--- config.mk ---
export PLATFORM = sky130hd
export DESIGN_NAME = conf_disp_window_sum
export DESIGN_NICKNAME = d
export VERILOG_FILES = /design/src/rtl/conf_disp_window_sum.sv
export SDC_FILE = /design/constraint.sdc
export NUM_CORES = 1
export LEC_CHECK = 0
export ABC_CLOCK_PERIOD_IN_PS = 9600
export CORE_MARGIN = 2
export CORE_UTILIZATION = 66
export CTS_CLUSTER_SIZE = 40
export DETAILED_ROUTE_END_ITERATION = 12
export MAX_ROUTING_LAYER = met4
export PLACE_DENSITY = 0.85
export SYNTH_ARGS = -nofsm -noshare
export SYNTH_HDL_FRONTEND = slang
export SYNTH_SLANG_ARGS = --single-unit
--- constraint.sdc ---
create_clock -name clk -period 9.6 [get_ports clk]
set_input_delay 0.96 -clock clk [delete_from_list [all_inputs] [get_ports clk]]
set_output_delay 0.96 -clock clk [all_outputs]
set_load 0.01 [all_outputs]
--- src/rtl/conf_disp_window_sum.sv ---
// Horizontal sliding-window accumulator of confidence and confidence*disparity,
// feeding the confidence-weighted disparity divider. Windows restart at every row end.
module conf_disp_window_sum #(
  parameter int disp_bits = 5,
  parameter int conf_bits = 5,
  parameter int win_log2  = 3
) (
  input  logic                   clk,
  input  logic                   reset,
  input  logic [disp_bits-1:0]   in_disp,
  input  logic [conf_bits-1:0]   in_conf,
  input  logic                   in_valid,
  input  logic                   in_eol,
  output logic [7:0]             out_conf,
  output logic [8+disp_bits-1:0] out_conf_disp,
  output logic                   out_valid
);

  localparam int W   = 1 << win_log2;
  localparam int PW  = conf_bits + disp_bits;
  localparam int CDW = 8 + disp_bits;
  localparam logic [win_log2:0] FILL_MAX = (win_log2 + 1)'(W);

  // A full window of maximum confidence must fit the 8-bit confidence sum.
  if (W * ((1 << conf_bits) - 1) > 255) begin : g_bad_params
    $error("conf_disp_window_sum: window of %0d pixels overflows 8-bit confidence sum", W);
  end

  function automatic logic [win_log2:0] fill_inc(input logic [win_log2:0] f);
    return (f == FILL_MAX) ? FILL_MAX : f + 1'b1;
  endfunction

  logic [conf_bits-1:0] c_p1;
  logic [PW-1:0]        prod_p1;
  logic                 vld_p1;
  logic                 eol_p1;

  logic [conf_bits-1:0] ring_c [W];
  logic [PW-1:0]        ring_p [W];
  logic [win_log2-1:0]  wr_ptr;
  logic [win_log2:0]    fill;
  logic [7:0]           acc_conf;
  logic [CDW-1:0]       acc_cd;

  logic [conf_bits-1:0] old_c;
  logic [PW-1:0]        old_p;
  logic [7:0]           nc;
  logic [CDW-1:0]       np;

  // Evicted entry only counts once the window is full; earlier ring contents are stale.
  always_comb begin
    old_c = '0;
    old_p = '0;
    if (fill == FILL_MAX) begin
      old_c = ring_c[wr_ptr];
      old_p = ring_p[wr_ptr];
    end
    nc = acc_conf + 8'(c_p1) - 8'(old_c);
    np = acc_cd + CDW'(prod_p1) - CDW'(old_p);
  end

  always_ff @(posedge clk) begin
    if (vld_p1) begin
      ring_c[wr_ptr] <= c_p1;
      ring_p[wr_ptr] <= prod_p1;
    end
  end

  always_ff @(posedge clk) begin
    if (reset) begin
      c_p1          <= '0;
      prod_p1       <= '0;
      vld_p1        <= 1'b0;
      eol_p1        <= 1'b0;
      wr_ptr        <= '0;
      fill          <= '0;
      acc_conf      <= '0;
      acc_cd        <= '0;
      out_conf      <= '0;
      out_conf_disp <= '0;
      out_valid     <= 1'b0;
    end else begin
      // Stage 1: capture confidence and its product with disparity.
      vld_p1 <= in_valid;
      if (in_valid) begin
        c_p1    <= in_conf;
        prod_p1 <= PW'(in_conf) * PW'(in_disp);
        eol_p1  <= in_eol;
      end

      // Stage 2: window update; a row-ending pixel still sees its own window.
      out_valid <= vld_p1;
      if (vld_p1) begin
        out_conf      <= nc;
        out_conf_disp <= np;
        if (eol_p1) begin
          acc_conf <= '0;
          acc_cd   <= '0;
          wr_ptr   <= '0;
          fill     <= '0;
        end else begin
          acc_conf <= nc;
          acc_cd   <= np;
          wr_ptr   <= wr_ptr + 1'b1;
          fill     <= fill_inc(fill);
        end
      end
    end
  end

endmodule

==> flow_summary.toml <==
[floorplanning]
io_pins = 36
core_um2 = 13800
rows = 43
die-height_um = 122
design.die.area_um2 = 14900
die_w_um = 122
initial_core_util = 0.668

[cells_and_area]
n_antenna_cell = 0
syn_to_final_growth_pct = 12.3
drive_gt1_frac = 0.114
final_net_count = 848
fin_area_um2 = 10300

[power]
p_int_mw = 1.62
swShare = 0.321
ir_drop_mv = 0.146
clockPowerShare = 0.293
power_density_nw_per_um2 = 231
leakagePower_nw = 3.83
pwr-share-seq = 0.414
power.total_mw = 2.39
pwr-share-comb = 0.293
power.switching_uw = 766

[global_route]
first_global_vias = 5743
grtUsageTotal = 0.284
grt_max_degree = 84
grt_pass1_wl_mm = 30.5
antenna_found_initial = 0
grt-ovfl-total = 0

[logic_synthesis]
yosysTopAreaCell = "edfxtp_1"
synth_top_area_frac = 0.391
netlist_top_cells_count = "120 x edfxtp_1, 81 x inv_1, 80 x nor2_1"
synth_area_um2 = 9210
ys_top_cells_by_area = "edfxtp_1 39%, dfxtp_1 15%, mux4_2 7.3%, ha_1 5.7%, fa_1 5.2%"
synth_flop_cell = "edfxtp_1"
yosysMostFrequentCell = "edfxtp_1"
avgSynthCellArea_um2 = 12.5
yosysWarnings = 0
ys_seq_area_frac = 0.544
synth_edf_count = 120
syn_inst = 736
synthArstFlopShare = 0
ys_ff_latch = 190
synth_nets = 816
synth.distinct_cells = 58

[critical_path]
critPathMaxStageDelay_ps = 810
crit_type = "reg -> reg"
worst_ep_required_time_ps = 9920
worstPathMaxFanout = 16
path_buf_inv = 2
reg2regPathDepth = 13
critPathTopFamily = "compound AO/OA/AOI/OAI gates"
rrSetupSlack_ps = 5140
regToRegEndpoint = "out_conf_disp[12]$_SDFFE_PP0P_"
crit_path_end = "out_conf_disp[12]$_SDFFE_PP0P_"
worstSetupStartpointType = "flip-flop"
cp_slowest_cell = "dfxtp_1"
end_kind = "flip-flop"
worst-path-stages = 13
path_cells = "buf_4 > mux4_2 > mux2i_1 > nor2_1 > fa_1 > inv_1 > fa_1 > a211oi_2 > o211ai_1 > and3b_1 > a211oi_2 > nor3_1 > a311o_1"
crit_arrival_ps = 4790

[placement]
numPortBuffers = 35
hpwlAfterDp_mm = 12.6
place_congestion = 0.932
dpl_cell_area_um2 = 9740
dp_slack_ps = 4790

[flow_run]
drv_cap = 0

[cts]
clockRootBuffer = "clkbuf_16"
post_cts_buffers = 0
clk_path_buf_depth = 2
clk_pin_slew_worst_paths_ps = 70
cts-htree-levels = 4
cts_buffers = 17
cts_resized = 0
clkLatencyLatePin_ps = 430
cts_tree = "yes"
hold_buffers = 0
cts_sinks = 190

[outcome]
status = "finished, final reports clean"

[drt]
dr.pass1.iters = 5
drt-total-wl_mm = 19.5
via_count = 5871
detail-route-antenna-nets = 0
wl_per_cell_um = 20.3
viasPerCell = 6.11
drtIter0Drc = 684
drc = 0

[sta]
hold_slack_ps = 484
fin_tns_setup_ps = 0
fin_ws_ps = 5140
fin_crit_sh = 0.465
worst_slew_pin_slew_ps = 1190
max_freq_mhz = 224
hold_viol = 0
layout_min_cycle_time_ps = 4460
max-slew-margin-rel = 0.204
rsz0062_at_grt = "no"
maxSlewViolCount = 0
skew_ps = 8.98
setup_viol = 0

[min_path]
hp-class = "reg -> reg"
sequential cells by signal, summed over array words and instances (netlist names), named ones only:
register and count:
eol_p1 1, acc_conf 8, out_valid 1, wr_ptr 3
out_conf 8, acc_cd 13, out_conf_disp 13, vld_p1 1
c_p1 5, fill 4, ring_c 40, ring_p 80
prod_p1 10
per-layer routing:
layer / track usage / vias to the layer above / part of all wire
met5: - / - / 0
met4: 0.0797 / 0 / 0.014
met3: 0.0534 / 25 / 0.064
met2: 0.466 / 225 / 0.51
met1: 0.367 / 2912 / 0.41
li1: - / 2709 / -
area by class of cell:
| type | instances | area, um2 |
|---|---|---|
| multi-input cells | 434 | 3800 |
| fillers | 881 | 3430 |
| well taps | 180 | 225 |
| inverters | 83 | 312 |
| repair buffers | 42 | 398 |
| clock buffers | 20 | 489 |
| flip-flops and latches | 190 | 5010 |
| clock inverters | 12 | 109 |
placed cells by master (no fill, tap or decap), drive strengths merged, types with 30 or more instances in the layout:
master / Yosys / final
mux2i: 41 / 41
nand2: 37 / 37
mux4: 30 / 30
ha: 42 / 42
edfxtp: 120 / 120
dfxtp: 70 / 70
inv: 81 / 89
clkdlybuf4s50: 0 / 34
nor2: 80 / 80
power groups by stage:
stage / Combinational (mW) / Clock, mW / Sequential (mW)
3_5_place_dp: 0.671 / 0 / 1.00
3_3_place_gp: 0.643 / 0 / 0.998
2_1_floorplan: 0.490 / 0 / 0.997
5_1_grt: 0.764 / 0.736 / 0.994
4_1_cts: 0.689 / 0.705 / 0.987
6_report: 0.699 / 0.701 / 0.988
how the worst min path moves through the flow:
| stage | startpoint | end | cells past startpoint |
|---|---|---|---|
| after CTS | acc_cd[9]$_SDFFE_PP0P_ | acc_cd[9]$_SDFFE_PP0P_ | 2 |
| after global placement | acc_cd[9]$_SDFFE_PP0P_ | acc_cd[9]$_SDFFE_PP0P_ | 2 |
| final | out_conf_disp[2]$_SDFFE_PP0P_ | out_conf_disp[2]$_SDFFE_PP0P_ | 2 |
| after floorplan | acc_cd[9]$_SDFFE_PP0P_ | acc_cd[9]$_SDFFE_PP0P_ | 2 |
| after detailed placement | acc_cd[9]$_SDFFE_PP0P_ | acc_cd[9]$_SDFFE_PP0P_ | 2 |
| after global routing | acc_cd[9]$_SDFFE_PP0P_ | acc_cd[9]$_SDFFE_PP0P_ | 2 |
worst min-delay path: cells and delay by family (launching register included):
| kind | cells | cell delay [ps] |
|---|---|---|
| DFF | 1 | 310 |
| and+or+nand+nor | 2 | 130 |
cells by family (layout without fill, tap and decap cells):
kind of cell,Yosys count,count (layout),share of synthesized area
XOR/XNOR,16,16,0.0152
multiplexers,71,71,0.118
adder cells (fa/ha/maj),66,66,0.109
flip-flops,190,190,0.544
buffers and inverters,112,157,0.0468
AND/OR/NAND/NOR,186,186,0.0965
AO/OA/AOI/OAI,95,95,0.0705
per-stage QoR:
step,std cells,utilization
detailed placement,929,0.707
global route,961,0.751
floorplan,736,-
global placement,929,0.707
CTS,961,0.751
finish,961,0.751
(Power assumes the default switching activity.)
